--- src/rtl/rv_pkg.sv ---
// Shared constants, state encoding and the legality rule for the RV32I subset
// handled by the multi-cycle sequencer.
package rv_pkg;

  localparam logic [6:0] R_TYPE = 7'b0110011;
  localparam logic [6:0] R_IMM  = 7'b0010011;
  localparam logic [6:0] LOAD   = 7'b0000011;

  localparam logic [2:0] F3_ADD_SUB = 3'b000;
  localparam logic [2:0] F3_XOR     = 3'b100;
  localparam logic [2:0] F3_OR      = 3'b110;
  localparam logic [2:0] F3_AND     = 3'b111;
  localparam logic [2:0] F3_LH      = 3'b001;
  localparam logic [2:0] F3_LW      = 3'b010;

  localparam logic [6:0] F7_BASE = 7'b0000000;
  localparam logic [6:0] F7_ALT  = 7'b0100000;

  localparam logic [31:0] RESET_PC_DEFAULT = 32'h0000_0000;

  typedef enum logic [2:0] {
    ST_FETCH  = 3'd0,
    ST_DECODE = 3'd1,
    ST_EXEC   = 3'd2,
    ST_MEM    = 3'd3,
    ST_WB     = 3'd4,
    ST_TRAP   = 3'd5
  } state_e;

  // Only the encodings the companion decoder implements are accepted.
  function automatic logic is_legal(input logic [6:0] opcode,
                                    input logic [2:0] f3,
                                    input logic [6:0] f7);
    logic ok;
    ok = 1'b0;
    case (opcode)
      R_TYPE:  ok = ((f3 == F3_ADD_SUB) && ((f7 == F7_BASE) || (f7 == F7_ALT))) ||
                    (((f3 == F3_OR) || (f3 == F3_AND)) && (f7 == F7_BASE));
      R_IMM:   ok = (f3 == F3_ADD_SUB) || (f3 == F3_XOR) || (f3 == F3_OR) || (f3 == F3_AND);
      LOAD:    ok = (f3 == F3_LW) || (f3 == F3_LH);
      default: ok = 1'b0;
    endcase
    return ok;
  endfunction

endpackage

--- src/rtl/ld_extend.sv ---
// Load-data formatter: passes a word through for lw, sign-extends the low
// halfword for lh.
module ld_extend
  import rv_pkg::*;
(
  input  logic [2:0]  funct3_i,
  input  logic [31:0] rdata_i,
  output logic [31:0] data_o
);

  // Select load formatting by funct3
  always_comb begin
    data_o = rdata_i;
    case (funct3_i)
      F3_LH:   data_o = {{16{rdata_i[15]}}, rdata_i[15:0]};
      F3_LW:   data_o = rdata_i;
      default: data_o = rdata_i;
    endcase
  end

endmodule

--- src/rtl/rv_multicycle_ctrl.sv ---
// Multi-cycle FETCH/DECODE/EXEC/MEM/WB sequencer with sticky trap on any
// encoding outside the supported subset.
module rv_multicycle_ctrl
  import rv_pkg::*;
#(
  parameter logic [31:0] RESET_PC = RESET_PC_DEFAULT
) (
  input  logic        clk,
  input  logic        rst_n,
  output logic        imem_req,
  output logic [31:0] imem_addr,
  input  logic [31:0] imem_rdata,
  input  logic        imem_valid,
  output logic        dmem_req,
  output logic [31:0] dmem_addr,
  input  logic [31:0] dmem_rdata,
  input  logic        dmem_valid,
  input  logic [31:0] alu_result,
  output logic [31:0] ir,
  output logic [31:0] pc,
  output logic        rf_we,
  output logic [4:0]  rf_waddr,
  output logic [31:0] wb_data,
  output logic        retire,
  output logic        illegal,
  output logic [2:0]  state
);

  state_e      state_q, state_d;
  logic [31:0] pc_q, pc_d;
  logic [31:0] ir_q, ir_d;
  logic [31:0] res_q, res_d;
  logic        illegal_q, illegal_d;
  logic [31:0] ld_data_s;

  ld_extend u_ld_extend (
    .funct3_i (ir_q[14:12]),
    .rdata_i  (dmem_rdata),
    .data_o   (ld_data_s)
  );

  // State and datapath registers
  always_ff @(posedge clk or negedge rst_n) begin
    if (!rst_n) begin
      state_q   <= ST_FETCH;
      pc_q      <= RESET_PC;
      ir_q      <= 32'h0000_0000;
      res_q     <= 32'h0000_0000;
      illegal_q <= 1'b0;
    end else begin
      state_q   <= state_d;
      pc_q      <= pc_d;
      ir_q      <= ir_d;
      res_q     <= res_d;
      illegal_q <= illegal_d;
    end
  end

  // Next-state logic; strobes depend on the current state only
  always_comb begin
    state_d   = state_q;
    pc_d      = pc_q;
    ir_d      = ir_q;
    res_d     = res_q;
    illegal_d = illegal_q;
    imem_req  = 1'b0;
    dmem_req  = 1'b0;
    rf_we     = 1'b0;
    retire    = 1'b0;
    case (state_q)
      ST_FETCH: begin
        imem_req = 1'b1;
        if (imem_valid) begin
          ir_d    = imem_rdata;
          state_d = ST_DECODE;
        end else begin
          state_d = ST_FETCH;
        end
      end
      ST_DECODE: begin
        if (is_legal(ir_q[6:0], ir_q[14:12], ir_q[31:25])) begin
          state_d = ST_EXEC;
        end else begin
          state_d   = ST_TRAP;
          illegal_d = 1'b1;
        end
      end
      ST_EXEC: begin
        res_d = alu_result;
        if (ir_q[6:0] == LOAD) begin
          state_d = ST_MEM;
        end else begin
          state_d = ST_WB;
        end
      end
      ST_MEM: begin
        dmem_req = 1'b1;
        if (dmem_valid) begin
          res_d   = ld_data_s;
          state_d = ST_WB;
        end else begin
          state_d = ST_MEM;
        end
      end
      ST_WB: begin
        rf_we   = (ir_q[11:7] != 5'd0);
        retire  = 1'b1;
        pc_d    = pc_q + 32'd4;
        state_d = ST_FETCH;
      end
      ST_TRAP: begin
        state_d   = ST_TRAP;
        illegal_d = 1'b1;
      end
      default: begin
        // Unreachable encodings are treated as a trap rather than silently recovered.
        state_d   = ST_TRAP;
        illegal_d = 1'b1;
      end
    endcase
  end

  assign imem_addr = pc_q;
  assign dmem_addr = res_q;
  assign ir        = ir_q;
  assign pc        = pc_q;
  assign rf_waddr  = ir_q[11:7];
  assign wb_data   = res_q;
  assign illegal   = illegal_q;
  assign state     = state_q;

endmodule

--- config.mk ---
export PLATFORM = sky130hd
export DESIGN_NAME = rv_multicycle_ctrl
export DESIGN_NICKNAME = d
export VERILOG_FILES = /design/src/rtl/rv_pkg.sv /design/src/rtl/ld_extend.sv /design/src/rtl/rv_multicycle_ctrl.sv
export SDC_FILE = /design/constraint.sdc
export NUM_CORES = 1
export LEC_CHECK = 0
export CORE_MARGIN = 5
export CORE_UTILIZATION = 30
export CTS_BUF_LIST = sky130_fd_sc_hd__clkbuf_2
export CTS_CLUSTER_SIZE = 40
export DETAILED_ROUTE_END_ITERATION = 12
export PLACE_DENSITY = 0.77
export SETUP_SLACK_MARGIN = 0.5
export SYNTH_ARGS = -nofsm -noshare
export SYNTH_HDL_FRONTEND = slang
export SYNTH_SLANG_ARGS = --single-unit
--- constraint.sdc ---
create_clock -name clk -period 3.5 [get_ports clk]
set_input_delay 0.35 -clock clk [delete_from_list [all_inputs] [get_ports clk]]
set_output_delay 0.35 -clock clk [all_outputs]
set_load 0.02 [all_outputs]
# After elaboration in Yosys (flattened, before gate mapping)
# Index checks and enable logic that the tools add are counted.
# Widths: inputs -> output; s select.
[word_totals] ff_bits=100 output_inout_bits=173 wordCells=56
[op_classes] n_eq_ne=15 reduce_logical=18 bitwise_logic=1 muxes=16 n_addsub=1
[op_table] cell="$mux 32" count=2
[op_table] cell="$pmux 32 s2" count=1
[op_table] cell="$add 32x3->32 const B" count=1
[op_table] cell="$pmux 3 s5" count=1
[op_table] cell="$eq 7x6->1 const B" count=2
[op_table] cell="$eq 3x3->1 const B" count=4
[op_table] cell="$eq 3x2->1 const B" count=3
[op_table] cell="$mux 3" count=3
[op_table] cell="$eq 7x2->1 const B" count=1
[op_table] cell="$eq 7x5->1 const B" count=1
[op_table] cell="$logic_not 7->1" count=1
[op_table] cell="$logic_or 1x1->1" count=7
[op_table] cell="$mux 1" count=7
[op_table] cell="$eq 3x1->1 const B" count=2
[op_table] cell="$logic_not 3->1" count=2
[op_table] cell="$reduce_and 2->1" count=3
[op_table] cell="$reduce_bool 5->1" count=1
[op_table] cell="$ne 2x2->1 const B" count=2
[op_table] cell="$reduce_or 4->1" count=1
[op_table] cell="$pmux 1 s3" count=1
[op_table] cell="$logic_and 1x1->1" count=2
[op_table] cell="$pmux 1 s2" count=1
[op_table] cell="$reduce_bool 2->1" count=1
[op_table] cell="$not 1->1" count=1

# Depth between registers and ports, before layout
[depth] word_depth=8 depth_mapped=7 depth_no_buf=5

# Modules after synthesis
# Synthesis repeated with hierarchy kept, for this count alone.
[unflattened] hier_cells=480 area_unflattened_um2=5236.3
[by_module_without_submodules] mod="rv_multicycle_ctrl" n_inst=1 seq_area_each_um2=2452.4 area_per_inst_um2=4931.0 cells_per_inst=442
[by_module_without_submodules] mod="ld_extend" n_inst=1 seq_area_each_um2=0.0 area_per_inst_um2=305.3 cells_per_inst=38

# Least setup slack after synthesis
# No wires, ideal clock.
[synth_timing] path_type="register to output" start="reg state_q[0], in the netlist state[0]" end="out rf_we" stages_incl_launch_ff=6 path_buffers=2 arrival_time_ps=1502 required_ps=3150 setup_slack_ps=1648 cell_sequence="dfrtp_1 buf_2 nor2_1 and2_1 clkbuf_1 o21a_1"
[synth_via] elab_chain_cells=2
[synth_rtl] element="start, declared" line="rv_multicycle_ctrl.sv:29" text="state_e state_q, state_d;"
[synth_rtl] element="start signal, assigned" line="rv_multicycle_ctrl.sv:51" text="state_q <= state_d;"
[synth_rtl] element="$eq 3x3->1" line="rv_multicycle_ctrl.sv:70" text="case (state_q)"
[synth_rtl] element="$mux 1" line="rv_multicycle_ctrl.sv:70"
[synth_rtl] element="end, declared" line="rv_multicycle_ctrl.sv:21" text="output logic rf_we,"
# Every way passes these cells.

# Worst setup path in the final report
[layout_timing] start="reg state_q[1], in the netlist state[1]" end="out rf_we"
# Same word-level chain as after synthesis.

==> results.toml <==
[placement]
place_ws_ns = 1.20
dp_hpwl_um = 11200
gp_congestion = 0.779
io_buffers = 268
place_inst = 867

[sta]
relSlewSlack = 0.310
setup_viol = 0
setup-tns-final_ns = 0
maxSlewViolCount = 0
hold_violations = 0
worst_pin_slew_ns = 1.04
finalWorstSetupSlack_ns = 0.722
period_share = 0.794
min_period_ns = 2.78
finalClockSkew_ns = 0.0403
fmax_mhz = 360
rsz0062_at_grt = "false"

[clock_tree]
post_cts_buffers = 0
cts_buffers = 9
cts-root-buf = "clkbuf_2"
htree_levels = 3
clk-insertion-delay-late_ns = 0.58
cts_tree = "done"
clk_pin_slew_worst_paths_ns = 0.28
hold_buffers = 1
cts_resized = 0
cts_num_sinks = 98
clockBufferDepth = 2

[global_routing]
grt_max_degree = 79
grt_use_met2 = 0.238
grt_overflow = 0
grtUsageMet3 = 0.0484
grt_pass1_vias = 3993
busiest_layer = "met2"
grt_pass1_wl_um = 22900
antenna_found_initial = 1
use_met1 = 0.181
grt_usage = 0.146

[drt]
drc = 0
drtAntennaViolNets = 0
vias = 4057
first_iter_violations = 149
wl_per_cell_um = 16.5
drtPass1Iterations = 4
viasPerCell = 4.58
finalWirelength_um = 14600

[worst_hold_path]
hold_path.class = "primary input to flop"
min_path_cells = 3

[pwr]
leakagePower_uw = 0.00315
power_density_nw_per_um2 = 278
irDropWorstVdd_mv = 0.212

[job]
maxCapViolCount = 0

[worst_setup_path]
cp-end-kind = "primary output"
cp.required_ns = 3.15
cpMaxStageDelayCell = "clkdlybuf4s50_1"
path_max_fanout = 12
worstPathArrival_ns = 2.43
r2r.worst_path.cells = 5
worst-setup-path-type = "flop to primary output"
cp-start-kind = "flop"
path_cells = "nor2_1, and2_1, o21a_1, clkdlybuf4s50_1"
slowest_delay_ns = 0.59

[floorplan]
coreArea_um2 = 16500
dieArea_um2 = 19400
fp-row-count = 47
initial_utilization = 0.305
ios = 273
dieWidth_um = 139
dieHeight_um = 139

[yosys]
synth-main-ff-cell = "dfrtp_1"
synth_top_area_share = 0.489
yosys-top-cells-count = "dfrtp_1, buf_4, mux2_2"
syn_inst = 466
avgSynthCellArea_um2 = 10.8
synth_top_area_cell = "dfrtp_1"
synth_most_common_cell = "dfrtp_1"
syn-cell-area_um2 = 5010
netlist_top_cells_area = "dfrtp_1, buf_4, mux2_2"
synth_edf_count = 0
synth-seq-cells = 98
synth-seq-area-share = 0.489
ys_async_sr_fraction = 1.00
yosys_warnings = 0
synth.distinct_cells = 40

[outcome]
status = "complete, no violations"

[final_layout]
fillers = 1584
nNetsFinal = 760
area_growth_pct = 50.1
seq_area_um2 = 2450
multi_input_area_um2 = 1950
finalNonFillerCells = 885
drive_gt1_frac = 0.0919
-- final cells by class --
| cell class | count | share of cell area |
|---|---|---|
| inverter | 4 | 0.00199 |
| sequential | 98 | 0.326 |
| antenna | 1 | 0.000332 |
| clock buffer | 10 | 0.00665 |
| timing repair buffer | 273 | 0.361 |
| tap | 220 | 0.0366 |
| clock inverter | 6 | 0.00897 |
| multi-input combinational | 273 | 0.259 |
-- power breakdown --
group          leakage [µW]  internal, µW  total [µW]  switching, µW
Clock             0.0000681           168         576            407
Combinational       0.00177           192         324            132
Sequential          0.00132          1160        1190           32.1
Total               0.00315          1520        2090            572
-- sequential cells by signal, summed over array words and instances (netlist names) --
name       flops
dmem_addr     32
imem_addr     30
ir            32
illegal        1
state          3
-- cell usage in the layout (no fill, tap or decap), drive strengths merged, types with 3 or more instances in the layout --
cell type and n:
mux2 32, nor2 25, nor3 8, dfrtp 98
xnor2 24, clkbuf 10, nor4b 3, clkinv 3
clkdlybuf4s50 267, inv 4, a21oi 19, nand3 9
nand2 31, xor2 6, o21ai 20, and3 6
a211oi 18, a21o 16, nand2b 3, buf 5
mux2i 16, conb 4, nand4 13
-- worst paths after layout --
path,to,slack (ns),from
setup / recovery,rf_we,0.72,state[1]
hold / removal,ir[30],0.33,imem_rdata[30]
setup reg to reg,dmem_addr[16],1.47,state[1]
hold reg to reg,imem_addr[31],0.51,imem_addr[31]
max in group asynchronous,ir[12],2.13,rst_n
min in group asynchronous,dmem_addr[10],0.42,rst_n
-- worst max-delay path: cells and delay by family (launching register included) --
family,cells,cell delay [ns]
buffers and inverters,1,0.59
DFF,1,0.58
AOI/OAI and AO/OA,1,0.16
and+or+nand+nor,2,0.51
-- through the flow --
step / cell area, µm² / hold slack (ns) / power (µW) / util
5_1_grt: 7530 / 0.240 / 2200 / 0.457
4_1_cts: 7530 / 0.237 / 2130 / 0.457
2_1_floorplan: 5030 / 0.0544 / 1330 / -
6_report: 7530 / 0.333 / 2090 / 0.457
3_3_place_gp: 7400 / 0.480 / 1530 / 0.449
3_5_place_dp: 7400 / 0.482 / 1540 / 0.449
-- cell families (layout without fill, tap and decap cells) --
group,count (synthesis),in the layout,synth area share
AOI/OAI and AO/OA,78,78,0.0976
xor gates and xnor gates,30,30,0.0524
adders and majority gates,1,1,0.00249
buffers and inverters,98,293,0.132
DFF,98,98,0.489
muxes,48,48,0.104
other,1,5,0.000748
and+or+nand+nor,112,112,0.122
-- routing by layer --
layer	part of all wire	vias up
met2	0.48	152
met4	0.018	0
met3	0.084	14
li1	-	1928
met5	0	-
met1	0.42	1963
Note: power is estimated with default switching activity, not from simulation.
